===== config.mk =====
export PLATFORM = sky130hd
export DESIGN_NAME = csr_regfile
export DESIGN_NICKNAME = d
export VERILOG_FILES = /design/src/rtl/csr_regfile_pkg.sv /design/src/rtl/csr_timer.sv /design/src/rtl/csr_regfile.sv
export SDC_FILE = /design/constraint.sdc
export NUM_CORES = 1
export LEC_CHECK = 0
export ABC_AREA = 0
export CAP_MARGIN = 40
export CORE_MARGIN = 8
export CORE_UTILIZATION = 32
export DETAILED_ROUTE_END_ITERATION = 8
export GPL_ROUTABILITY_DRIVEN = 0
export SLEW_MARGIN = 20
export SYNTH_ARGS = -nofsm -noshare
export SYNTH_HDL_FRONTEND = slang
export SYNTH_SLANG_ARGS = --single-unit

===== constraint.sdc =====
create_clock -name clk -period 5.6 [get_ports clk]
set_input_delay 1.4 -clock clk [delete_from_list [all_inputs] [get_ports clk]]
set_output_delay 1.4 -clock clk [all_outputs]
set_load 0.02 [all_outputs]

===== src/rtl/csr_regfile_pkg.sv =====
// ============================================================================
//  Module      : csr_regfile_pkg
//  Description : Shared definitions for the LoongArch CSR register file:
//                CSR addresses, exception codes/subcodes, field bit positions,
//                per-register software-writable masks and a masked-write helper.
//  Revision    : 1.0 - initial release
// ============================================================================
`default_nettype none

package csr_regfile_pkg;

    // ------------------------------------------------------------------
    // CSR address map
    // ------------------------------------------------------------------
    localparam logic [13:0] CSR_CRMD   = 14'h000;
    localparam logic [13:0] CSR_PRMD   = 14'h001;
    localparam logic [13:0] CSR_ECFG   = 14'h004;
    localparam logic [13:0] CSR_ESTAT  = 14'h005;
    localparam logic [13:0] CSR_ERA    = 14'h006;
    localparam logic [13:0] CSR_BADV   = 14'h007;
    localparam logic [13:0] CSR_EENTRY = 14'h00C;
    localparam logic [13:0] CSR_SAVE0  = 14'h030;
    localparam logic [13:0] CSR_SAVE1  = 14'h031;
    localparam logic [13:0] CSR_SAVE2  = 14'h032;
    localparam logic [13:0] CSR_SAVE3  = 14'h033;
    localparam logic [13:0] CSR_TID    = 14'h040;
    localparam logic [13:0] CSR_TCFG   = 14'h041;
    localparam logic [13:0] CSR_TVAL   = 14'h042;
    localparam logic [13:0] CSR_TICLR  = 14'h044;

    localparam int unsigned NUM_SAVE   = 4;

    // ------------------------------------------------------------------
    // Exception codes and subcodes
    // ------------------------------------------------------------------
    localparam logic [5:0] ECODE_INT  = 6'h00;
    localparam logic [5:0] ECODE_PIL  = 6'h01;
    localparam logic [5:0] ECODE_PIS  = 6'h02;
    localparam logic [5:0] ECODE_PIF  = 6'h03;
    localparam logic [5:0] ECODE_PME  = 6'h04;
    localparam logic [5:0] ECODE_PPI  = 6'h07;
    localparam logic [5:0] ECODE_ADE  = 6'h08;
    localparam logic [5:0] ECODE_ALE  = 6'h09;
    localparam logic [5:0] ECODE_SYS  = 6'h0B;
    localparam logic [5:0] ECODE_BRK  = 6'h0C;
    localparam logic [5:0] ECODE_INE  = 6'h0D;
    localparam logic [5:0] ECODE_IPE  = 6'h0E;
    localparam logic [5:0] ECODE_FPD  = 6'h0F;
    localparam logic [5:0] ECODE_FPE  = 6'h12;
    localparam logic [5:0] ECODE_TLBR = 6'h3F;

    localparam logic [8:0] ESUBCODE_ADEF = 9'h000;
    localparam logic [8:0] ESUBCODE_ADEM = 9'h001;

    // ------------------------------------------------------------------
    // Field bit positions
    // ------------------------------------------------------------------
    localparam int unsigned CRMD_PLV_LSB     = 0;
    localparam int unsigned CRMD_PLV_MSB     = 1;
    localparam int unsigned CRMD_IE          = 2;
    localparam int unsigned CRMD_DA          = 3;
    localparam int unsigned PRMD_PPLV_LSB    = 0;
    localparam int unsigned PRMD_PPLV_MSB    = 1;
    localparam int unsigned PRMD_PIE         = 2;
    localparam int unsigned ESTAT_IS_MSB     = 12;
    localparam int unsigned ESTAT_ECODE_LSB  = 16;
    localparam int unsigned ESTAT_ECODE_MSB  = 21;
    localparam int unsigned ESTAT_ESUB_LSB   = 22;
    localparam int unsigned ESTAT_ESUB_MSB   = 30;
    localparam int unsigned TCFG_EN          = 0;
    localparam int unsigned TCFG_PERIODIC    = 1;
    localparam int unsigned TICLR_CLR        = 0;

    // ------------------------------------------------------------------
    // Reset values and software-writable masks
    // ------------------------------------------------------------------
    localparam logic [31:0] CRMD_RESET   = 32'h0000_0008;
    localparam logic [31:0] CRMD_WMASK   = 32'h0000_01FF;
    localparam logic [31:0] PRMD_WMASK   = 32'h0000_0007;
    localparam logic [31:0] ECFG_WMASK   = 32'h0000_1BFF;
    localparam logic [31:0] ESTAT_WMASK  = 32'h0000_0003;
    localparam logic [31:0] EENTRY_WMASK = 32'hFFFF_FFC0;
    localparam logic [31:0] FULL_WMASK   = 32'hFFFF_FFFF;

    // Merge a software write into a register, touching only writable bits.
    function automatic logic [31:0] csr_mask_write(
        input logic [31:0] old_val,
        input logic [31:0] wdata,
        input logic [31:0] wmask
    );
        return (old_val & ~wmask) | (wdata & wmask);
    endfunction

endpackage

`default_nettype wire


===== src/rtl/csr_timer.sv =====
// ============================================================================
//  Module      : csr_timer
//  Description : Countdown timer behind TCFG/TVAL/TICLR. Holds TCFG, the
//                TVAL counter, the armed flag and the timer interrupt TI.
//  Ports       : clk, resetn        - clock, async active-low reset
//                tcfg_we_i          - software write strobe to TCFG
//                wvalue_i           - software write data
//                ticlr_i            - TICLR write with bit0 set (clear TI)
//                tcfg_o             - current TCFG value
//                tval_o             - current TVAL counter
//                ti_o               - timer interrupt flag (ESTAT.IS[11])
//  Revision    : 1.0 - initial release
// ============================================================================
`default_nettype none

module csr_timer
    import csr_regfile_pkg::*;
#(
    parameter int TIMER_W = 32
) (
    input  logic               clk,
    input  logic               resetn,
    input  logic               tcfg_we_i,
    input  logic [31:0]        wvalue_i,
    input  logic               ticlr_i,
    output logic [31:0]        tcfg_o,
    output logic [TIMER_W-1:0] tval_o,
    output logic               ti_o
);

    logic [31:0]        tcfg_q, tcfg_d;
    logic [TIMER_W-1:0] tval_q, tval_d;
    logic               armed_q, armed_d;
    logic               ti_q, ti_d;
    logic [TIMER_W-1:0] w_reload;
    logic [TIMER_W-1:0] w_wr_reload;

    // InitVal occupies TCFG[TIMER_W-1:2]; the counter is loaded with InitVal<<2.
    assign w_reload    = {tcfg_q[TIMER_W-1:2], 2'b00};
    assign w_wr_reload = {wvalue_i[TIMER_W-1:2], 2'b00};

    always_comb begin
        tcfg_d  = tcfg_q;
        tval_d  = tval_q;
        armed_d = armed_q;
        ti_d    = ti_q;

        // Clear first so that an expiry in the same cycle overrides it.
        if (ticlr_i) begin
            ti_d = 1'b0;
        end

        if (armed_q && tcfg_q[TCFG_EN]) begin
            if (tval_q != '0) begin
                tval_d = tval_q - {{(TIMER_W-1){1'b0}}, 1'b1};
            end else begin
                ti_d = 1'b1;
                if (tcfg_q[TCFG_PERIODIC]) begin
                    tval_d = w_reload;
                end else begin
                    tval_d  = '1;
                    armed_d = 1'b0;
                end
            end
        end

        // A software TCFG write restarts the counter from the new InitVal.
        if (tcfg_we_i) begin
            tcfg_d  = wvalue_i;
            armed_d = wvalue_i[TCFG_EN];
            tval_d  = w_wr_reload;
        end
    end

    always_ff @(posedge clk or negedge resetn) begin
        if (!resetn) begin
            tcfg_q  <= '0;
            tval_q  <= '0;
            armed_q <= 1'b0;
            ti_q    <= 1'b0;
        end else begin
            tcfg_q  <= tcfg_d;
            tval_q  <= tval_d;
            armed_q <= armed_d;
            ti_q    <= ti_d;
        end
    end

    assign tcfg_o = tcfg_q;
    assign tval_o = tval_q;
    assign ti_o   = ti_q;

endmodule

`default_nettype wire


===== src/rtl/csr_regfile.sv =====
// ============================================================================
//  Module      : csr_regfile
//  Description : LoongArch control/status register file. Takes exception,
//                ertn and CSR-write commits from writeback, serves
//                combinational CSR reads, and provides exception entry/return
//                targets and a pending-interrupt flag.
//  Config      : `CSR_TIMER_EN - when defined, TID/TCFG/TVAL/TICLR and the
//                countdown timer (csr_timer) are present; otherwise those
//                addresses are unmapped and IS[11] is tied to 0.
//  Ports       : clk, resetn                  - clock, async active-low reset
//                csr_rnum / csr_rvalue        - combinational read port
//                csr_we/csr_num/csr_wvalue    - software write from WB
//                excp_flush / ertn_flush      - exception / ertn commit
//                wb_ecode/wb_esubcode/wb_pc   - exception information
//                hw_int                       - level hardware interrupts
//                ex_entry / era_entry         - EENTRY / ERA values
//                has_int                      - enabled interrupt pending
//  Revision    : 1.0 - initial release
// ============================================================================
`default_nettype none

module csr_regfile
    import csr_regfile_pkg::*;
#(
    parameter int TIMER_W  = 32,
    parameter int HW_INT_W = 8
) (
    input  logic                clk,
    input  logic                resetn,
    input  logic [13:0]         csr_rnum,
    output logic [31:0]         csr_rvalue,
    input  logic                csr_we,
    input  logic [13:0]         csr_num,
    input  logic [31:0]         csr_wvalue,
    input  logic                excp_flush,
    input  logic                ertn_flush,
    input  logic [5:0]          wb_ecode,
    input  logic [8:0]          wb_esubcode,
    input  logic [31:0]         wb_pc,
    input  logic [HW_INT_W-1:0] hw_int,
    output logic [31:0]         ex_entry,
    output logic [31:0]         era_entry,
    output logic                has_int
);

    typedef logic [TIMER_W-1:0] tval_t;

    logic [31:0]         crmd_q,   crmd_d;
    logic [31:0]         prmd_q,   prmd_d;
    logic [31:0]         ecfg_q,   ecfg_d;
    logic [31:0]         era_q,    era_d;
    logic [31:0]         badv_q,   badv_d;
    logic [31:0]         eentry_q, eentry_d;
    logic [31:0]         save_q [NUM_SAVE];
    logic [31:0]         save_d [NUM_SAVE];
    logic [1:0]          is_sw_q,  is_sw_d;
    logic [HW_INT_W-1:0] is_hw_q;
    logic [5:0]          ecode_q,  ecode_d;
    logic [8:0]          esub_q,   esub_d;

    logic                w_ti;
    logic [7:0]          w_hw8;
    logic [12:0]         w_is;
    logic [31:0]         w_estat;

    // ------------------------------------------------------------------
    // Next-state for architectural registers
    // ------------------------------------------------------------------
    // Software writes are applied first; the exception/ertn updates below
    // then override the fields they own, so hardware wins on a collision
    // while writes to unrelated fields/CSRs in the same cycle still land.
    always_comb begin
        crmd_d   = crmd_q;
        prmd_d   = prmd_q;
        ecfg_d   = ecfg_q;
        era_d    = era_q;
        badv_d   = badv_q;
        eentry_d = eentry_q;
        is_sw_d  = is_sw_q;
        ecode_d  = ecode_q;
        esub_d   = esub_q;
        for (int i = 0; i < NUM_SAVE; i++) begin
            save_d[i] = save_q[i];
        end

        if (csr_we) begin
            unique case (csr_num)
                CSR_CRMD:   crmd_d   = csr_mask_write(crmd_q, csr_wvalue, CRMD_WMASK);
                CSR_PRMD:   prmd_d   = csr_mask_write(prmd_q, csr_wvalue, PRMD_WMASK);
                CSR_ECFG:   ecfg_d   = csr_mask_write(ecfg_q, csr_wvalue, ECFG_WMASK);
                CSR_ESTAT:  is_sw_d  = csr_wvalue[1:0];
                CSR_ERA:    era_d    = csr_wvalue;
                CSR_BADV:   badv_d   = csr_wvalue;
                CSR_EENTRY: eentry_d = csr_mask_write(eentry_q, csr_wvalue, EENTRY_WMASK);
                CSR_SAVE0:  save_d[0] = csr_wvalue;
                CSR_SAVE1:  save_d[1] = csr_wvalue;
                CSR_SAVE2:  save_d[2] = csr_wvalue;
                CSR_SAVE3:  save_d[3] = csr_wvalue;
                default: ;
            endcase
        end

        if (excp_flush) begin
            prmd_d[PRMD_PPLV_MSB:PRMD_PPLV_LSB] = crmd_q[CRMD_PLV_MSB:CRMD_PLV_LSB];
            prmd_d[PRMD_PIE]                    = crmd_q[CRMD_IE];
            crmd_d[CRMD_PLV_MSB:CRMD_PLV_LSB]   = 2'b00;
            crmd_d[CRMD_IE]                     = 1'b0;
            era_d                               = wb_pc;
            ecode_d                             = wb_ecode;
            esub_d                              = wb_esubcode;
        end else if (ertn_flush) begin
            crmd_d[CRMD_PLV_MSB:CRMD_PLV_LSB]   = prmd_q[PRMD_PPLV_MSB:PRMD_PPLV_LSB];
            crmd_d[CRMD_IE]                     = prmd_q[PRMD_PIE];
        end
    end

    always_ff @(posedge clk or negedge resetn) begin
        if (!resetn) begin
            crmd_q   <= CRMD_RESET;
            prmd_q   <= '0;
            ecfg_q   <= '0;
            era_q    <= '0;
            badv_q   <= '0;
            eentry_q <= '0;
            is_sw_q  <= '0;
            is_hw_q  <= '0;
            ecode_q  <= '0;
            esub_q   <= '0;
            for (int i = 0; i < NUM_SAVE; i++) begin
                save_q[i] <= '0;
            end
        end else begin
            crmd_q   <= crmd_d;
            prmd_q   <= prmd_d;
            ecfg_q   <= ecfg_d;
            era_q    <= era_d;
            badv_q   <= badv_d;
            eentry_q <= eentry_d;
            is_sw_q  <= is_sw_d;
            is_hw_q  <= hw_int;
            ecode_q  <= ecode_d;
            esub_q   <= esub_d;
            for (int i = 0; i < NUM_SAVE; i++) begin
                save_q[i] <= save_d[i];
            end
        end
    end

    // ------------------------------------------------------------------
    // Timer (optional)
    // ------------------------------------------------------------------
`ifdef CSR_TIMER_EN
    logic [31:0] tid_q, tid_d;
    logic [31:0] w_tcfg;
    tval_t       w_tval;
    logic        w_tcfg_we;
    logic        w_ticlr;

    assign w_tcfg_we = csr_we && (csr_num == CSR_TCFG);
    assign w_ticlr   = csr_we && (csr_num == CSR_TICLR) && csr_wvalue[TICLR_CLR];
    assign tid_d     = (csr_we && (csr_num == CSR_TID)) ? csr_wvalue : tid_q;

    always_ff @(posedge clk or negedge resetn) begin
        if (!resetn) begin
            tid_q <= '0;
        end else begin
            tid_q <= tid_d;
        end
    end

    csr_timer #(
        .TIMER_W   (TIMER_W)
    ) u_timer (
        .clk       (clk),
        .resetn    (resetn),
        .tcfg_we_i (w_tcfg_we),
        .wvalue_i  (csr_wvalue),
        .ticlr_i   (w_ticlr),
        .tcfg_o    (w_tcfg),
        .tval_o    (w_tval),
        .ti_o      (w_ti)
    );
`else
    assign w_ti = 1'b0;
`endif

    // ------------------------------------------------------------------
    // ESTAT composition and interrupt detection
    // ------------------------------------------------------------------
    // IS layout: [12] IPI (unused), [11] TI, [10] reserved, [9:2] HWI, [1:0] SWI
    assign w_hw8   = 8'(is_hw_q);
    assign w_is    = {1'b0, w_ti, 1'b0, w_hw8, is_sw_q};
    assign w_estat = {1'b0, esub_q, ecode_q, 3'b000, w_is};

    assign has_int   = crmd_q[CRMD_IE] & (|(w_is & ecfg_q[ESTAT_IS_MSB:0]));
    assign ex_entry  = eentry_q;
    assign era_entry = era_q;

    // ------------------------------------------------------------------
    // Read mux: registered values only, no same-cycle write bypass
    // ------------------------------------------------------------------
    always_comb begin
        csr_rvalue = '0;
        unique case (csr_rnum)
            CSR_CRMD:   csr_rvalue = crmd_q;
            CSR_PRMD:   csr_rvalue = prmd_q;
            CSR_ECFG:   csr_rvalue = ecfg_q;
            CSR_ESTAT:  csr_rvalue = w_estat;
            CSR_ERA:    csr_rvalue = era_q;
            CSR_BADV:   csr_rvalue = badv_q;
            CSR_EENTRY: csr_rvalue = eentry_q;
            CSR_SAVE0:  csr_rvalue = save_q[0];
            CSR_SAVE1:  csr_rvalue = save_q[1];
            CSR_SAVE2:  csr_rvalue = save_q[2];
            CSR_SAVE3:  csr_rvalue = save_q[3];
`ifdef CSR_TIMER_EN
            CSR_TID:    csr_rvalue = tid_q;
            CSR_TCFG:   csr_rvalue = w_tcfg;
            CSR_TVAL:   csr_rvalue = 32'(w_tval);
            CSR_TICLR:  csr_rvalue = '0;
`endif
            default:    csr_rvalue = '0;
        endcase
    end

endmodule

`default_nettype wire

==> impl_metrics.toml, run 1 <==
[synth]
synth_top_area_share = 0.5327
ys.flop_type = "dfrtp_1"
ys_ff_latch = 267
ys_types = 44
syn_area_mm2 = 0.01249
synth.avg_cell_area_um2 = 13.04
synth-edff-count = 0
yosys.area.top_type = "dfrtp_1"
async_flop_share = 1.000
ys_seq_area_frac = 0.5348
yosys_warnings = 0
netlist_top_cells_area = "dfrtp_1 (53%), mux2_2 (22%), mux4_2 (5.2%), a22oi_1 (2.5%), nor2b_1 (1.8%)"
postSynthCellCount = 958

[route]
post_drt_wl_per_cell_um = 22.97
drtIter0Drc = 562
vias = 9127
dr.pass1.iters = 5
drc = 0
detail-route-antenna-nets = 0
wl_um = 39570
viasPerCell = 5.297

[floorplanning]
dieArea_mm2 = 0.04563
row_count = 72
die_w_um = 213.6
die_height_um = 213.6
start_util = 0.3241
core_mm2 = 0.03856
io_pins = 217

[timing]
relSlewSlack = 0.5022
fin_skew_ps = 0.8825
tns_ps = 0
setup_viol = 0
rsz0062_at_grt = "false"
period_minus_slack_ps = 5508
max_freq_ghz = 0.1816
hold_slack_ps = 498.1
fin_crit_sh = 0.9835
layout_setup_ws_ps = 92.16
finalHoldViolations = 0
tightest_slew_ps = 746.7
slew_violations = 0

[run]
drv_cap = 0

[worst_setup_path]
path_delay_family = "buffers and inverters"
start_kind = "primary input"
critPathArrivalTime_ps = 4110
slowest_delay_ps = 640
required_ps = 4200
rr_worst_depth = 2
r2r_start = "prmd_q[0]"
path_cells = "clkdlybuf4s50_1, or4_1, nor3b_2, buf_4, buf_4, a22o_1, a222oi_1, nor2_1, clkdlybuf4s50_1"
cp-end-kind = "primary output"
slowest_stage = "clkdlybuf4s50_1"
critPathMaxFanout = 10
r2r_setup_slack_ps = 4580
r2r-end = "prmd_q[0]"
path_class = "primary input to primary output"
path_buf_inv = 4

[cells_and_area]
final_common_cell = "dfrtp_1"
final_cell_mix = "dfrtp_1 (266), mux2_2 (242), clkdlybuf4s50_1 (185)"
fin_cells = 1723
nNetsFinal = 1301
drive_gt1_frac = 0.3256
synthToLayoutAreaGrowth_pct = 32.42
post-route-util = 0.4291

[global_route]
grt_pass1_vias = 9622
grt_util_met2 = 0.2819
grt_start_max_net_pins = 125
grt_pass1_wl_um = 60020
met1_usage = 0.2240
antenna_found_initial = 3
busiest_layer = "met2"
grt.total_usage = 0.1705
met3_usage = 0.03405
grt_overflow = 0

[clock_tree]
root_buffer = "clkbuf_16"
htree_levels = 1
holdBufCountCts = 0
clk_path_buf_depth = 3
cts_tree = "built"
worstSkewPairLatency_ps = 540
cts_buffers = 30
post-cts-setup-buffer-count = 0
cts_sinks = 267
clk_pin_slew_ps = 60

[power]
p_leak_nw = 7.795
max-vdd-ir-drop_mv = 0.2111
power.density_mw_per_mm2 = 266.7

[min_path]
hp-class = "flip-flop to flip-flop"
hold_depth = 1
min_to = "badv_q[4]"
hp-start = "badv_q[4]"

[placed_design]
dp.cells = 1667
io_buffers = 210
place_worst_setup_slack_ps = -39.21
dpl.hpwl_um = 26760

[run_status]
status = "complete, no violations"
flip-flops by register name, indices dropped and copies added, names as in the netlist:
name and flops:
save_q 128, badv_q 32, era_entry 32, ex_entry 26, ecfg_q 12, crmd_q 9
esub_q 9, is_hw_q 8, ecode_q 6, prmd_q 3, is_sw_q 2
stage by stage:
stage	instance area (µm²)	power, mW
after detailed placement	15450	2.426
after global placement	15410	2.421
after floorplan	12510	2.176
after CTS	16490	4.465
after global routing	16540	4.583
final	16540	4.413
routing by layer:
metal	part of all wire	vias up
li1	-	4037
met3	0.066	67
met2	0.47	298
met1	0.43	4721
met5	0.00068	-
met4	0.028	4
worst max-delay path by stage:
| stage | from | to | slack, ps | depth (start not counted) |
|---|---|---|---|---|
| 6_report | csr_rnum[5] | csr_rvalue[3] | 90 | 9 |
| 5_1_grt | csr_rnum[5] | csr_rvalue[6] | 0.8 | 8 |
| 4_1_cts | csr_rnum[5] | csr_rvalue[5] | 8 | 9 |
| 3_5_place_dp | csr_rnum[5] | csr_rvalue[18] | -40 | 9 |
| 3_3_place_gp | csr_rnum[5] | csr_rvalue[18] | -30 | 9 |
| 2_1_floorplan | csr_rnum[5] | csr_rvalue[16] | 830 | 7 |
power by group:
group / total, mW / internal [mW] / switching (mW)
Clock: 2.03 / 1.24 / 0.790
Combinational: 0.384 / 0.183 / 0.201
Sequential: 2.00 / 1.97 / 0.0336
Total: 4.41 / 3.39 / 1.02
cells in the mapped netlist, types with 12 or more instances:
library cell and number:
mux4_2 29, o21ai_0 25, a21oi_1 44, a31oi_1 34, clkbuf_1 55, nor2b_1 36
a22oi_1 41, mux2_2 242, dfrtp_1 266, a222oi_1 12, nand2_1 51, nor2_1 16
final cells by class:
type / instances / area [µm²]
Timing Repair Buffer: 262 / 2628
Antenna cell: 1 / 2.502
Clock buffer: 49 / 983.4
Fill cell: 3660 / 22010
Clock inverter: 6 / 61.31
Sequential cell: 267 / 6683
Inverter: 3 / 11.26
Multi-Input combinational cell: 617 / 5528
Tap cell: 518 / 648.1
worst reg2reg max path, stage by stage, from the launching register on:
cell     delay (ps)
dfrtp_1         390
mux2_2          260
mux2_2          250
logic make-up (layout without fill, tap and decap cells):
family          after synthesis  after routing  share of synthesized area
compound gates              180            180                    0.09493
buf+inv                      79            320                    0.02674
flops                       267            267                     0.5348
simple gates                149            149                    0.06399
other cells                   1              7                  0.0003001
mux                         282            282                     0.2792
repair_timing:
| action | CTS | global route |
|---|---|---|
| gates resized for setup | 1 | 20 |
| pin swaps | 0 | 0 |
| setup endpoints to repair | 8 | 20 |
No activity file was read; power rests on OpenSTA's default activity.
==> run 2: changes to the inputs <==
--- a/config.mk
+++ b/config.mk
@@ -11,6 +11,7 @@
 export CORE_UTILIZATION = 32
 export DETAILED_ROUTE_END_ITERATION = 8
 export GPL_ROUTABILITY_DRIVEN = 0
+export GPL_TIMING_DRIVEN = 0
 export SLEW_MARGIN = 20
 export SYNTH_ARGS = -nofsm -noshare
 export SYNTH_HDL_FRONTEND = slang
==> impl_metrics.toml, run 2 (same netlist as run 1, synthesis figures left out) <==
[cells_and_area]
top_register = "save_q"
multi_input_area_mm2 = 0.005559
drive_gt1_frac = 0.3109
synthToLayoutAreaGrowth_pct = 31.54
nNetsFinal = 1329
final_common_cell = "dfrtp_1"
largest_reg_flops = 128
final_cell_mix = "dfrtp_1 (266), mux2_2 (242), clkdlybuf4s50_1 (174)"
n_fill_cell = 3695
register_area_mm2 = 0.006683

[power]
p_leak_nw = 7.516
max-vdd-ir-drop_mv = 0.2402
power.density_mw_per_mm2 = 263.7
total_power_mw = 4.334

[route]
post_drt_wl_per_cell_um = 24.61
drc = 0
viasPerCell = 5.412
vias = 9482
wl_um = 43120
detail-route-antenna-nets = 0
dr.pass1.iters = 7
drtIter0Drc = 701

[timing]
relSlewSlack = 0.4104
period_minus_slack_ps = 5542
fin_skew_ps = 1.672
slew_violations = 0
hold_slack_ps = 498.1
setup_viol = 0
tightest_slew_ps = 884.5
max_freq_ghz = 0.1804
rsz0062_at_grt = "false"
finalHoldViolations = 0
fin_crit_sh = 0.9896

[floorplanning]
die_w_um = 213.6
start_util = 0.3241
dieArea_mm2 = 0.04563
row_count = 72
core_mm2 = 0.03856
io_pins = 217
die_height_um = 213.6

[clock_tree]
worstSkewPairLatency_ps = 540
cts_sinks = 267
cts_buffers = 29
clk_path_buf_depth = 3
cts_tree = "built"
holdBufCountCts = 0
root_buffer = "clkbuf_16"
htree_levels = 1
clk_pin_slew_ps = 60

[global_route]
grt_start_max_net_pins = 100
grt_pass1_vias = 10050
grt.total_usage = 0.1869
grt_overflow = 0
grt_pass1_wl_um = 64310
antenna_found_initial = 4

[worst_setup_path]
slowest_delay_ps = 500
path_buf_inv = 5
path_delay_family = "buffers and inverters"
path_class = "primary input to primary output"
path_cells = "clkdlybuf4s50_1, nor4_4, and3_2, and3_1, clkbuf_1, clkbuf_4, buf_6, a22oi_1, o221ai_1, clkdlybuf4s15_1"
start_kind = "primary input"
slowest_stage = "clkdlybuf4s50_1"
critPathArrivalTime_ps = 4140
cp-end-kind = "primary output"
required_ps = 4200
critPathMaxFanout = 6

[placed_design]
io_buffers = 205
dpl.hpwl_um = 31560

[run]
drv_cap = 0

[min_path]
hp-class = "flip-flop to flip-flop"

[run_status]
status = "complete, no violations"
==> run 2: changes by cell type in the layout (fill, tap and decap cells not counted), sizes merged <==
cell / change
clkbuf: +44
dlygate4sd2: +23
buf: -21
dlymetal6s2s: -17
clkdlybuf4s50: -11
clkinv: +5
clkdlybuf4s15: +3
bufinv: +1
clkinvlp: +1
diode: +1
==> run 2: repair_timing <==
item	in CTS	in global routing
setup buffers	0	0
setup endpoints to repair	32	25
hold endpoints to repair	0	0
gates resized for setup	66	13
==> run 2: worst paths after layout <==
check / from / end / slack (ps) / depth (start not counted)
worst max-delay path: csr_rnum[4] / csr_rvalue[31] / 60 / 10
worst min-delay path: save_q[78] / save_q[78] / 500 / 1
worst max register to register: prmd_q[0] / prmd_q[0] / 4580 / 2
worst min register to register: save_q[78] / save_q[78] / 500 / 1
max in group asynchronous: resetn / ecfg_q[8] / 3840 / 2
min in group asynchronous: resetn / ex_entry[14] / 810 / 1
==> run 2: stage by stage <==
step / cell area (µm²) / utilization / TNS [ps] / std cells / setup WS (ps)
floorplan: 12510 / - / 0 / 963 / 825.3
global placement: 15210 / 0.3946 / -2301240 / 1686 / -8552
detailed placement: 15400 / 0.3995 / -21910 / 1698 / -946.8
CTS: 16400 / 0.4254 / 0 / 1749 / 15.38
global route: 16440 / 0.4263 / 0 / 1752 / 0.4734
finish: 16440 / 0.4263 / 0 / 1752 / 58.12
==> run 2: area by class of cell <==
type / count / share of cell area
multi-input cells: 617 / 0.3382
clock inverters: 13 / 0.007537
well taps: 518 / 0.03943
flip-flops and latches: 267 / 0.4066
clock buffers: 41 / 0.05116
inverters: 3 / 0.0006851
plain buffers: 73 / 0.02139
repair buffers: 218 / 0.1347
diodes: 2 / 0.0003045
==> run 2: layer usage <==
| metal | global-route usage | wire length [µm] | up-vias |
|---|---|---|---|
| met2 | 0.3114 | 20670 | 359 |
| met5 | 0 | 27 | - |
| met1 | 0.2476 | 18220 | 4940 |
| met4 | 0.05507 | 1252 | 4 |
| li1 | - | - | 4107 |
| met3 | 0.03245 | 2942 | 72 |
==> run 2: power breakdown <==
group          switching, mW  internal, mW  total (mW)  leakage [nW]
logic                  0.218         0.184       0.403          3.46
registers             0.0355          1.97        2.00          3.58
clock network          0.791          1.14        1.93         0.478
==> run 2: worst reg2reg max path, cell delays in order (launching register included) <==
cell	delay [ps]
dfrtp_1	400
mux2_2	260
mux2_2	250
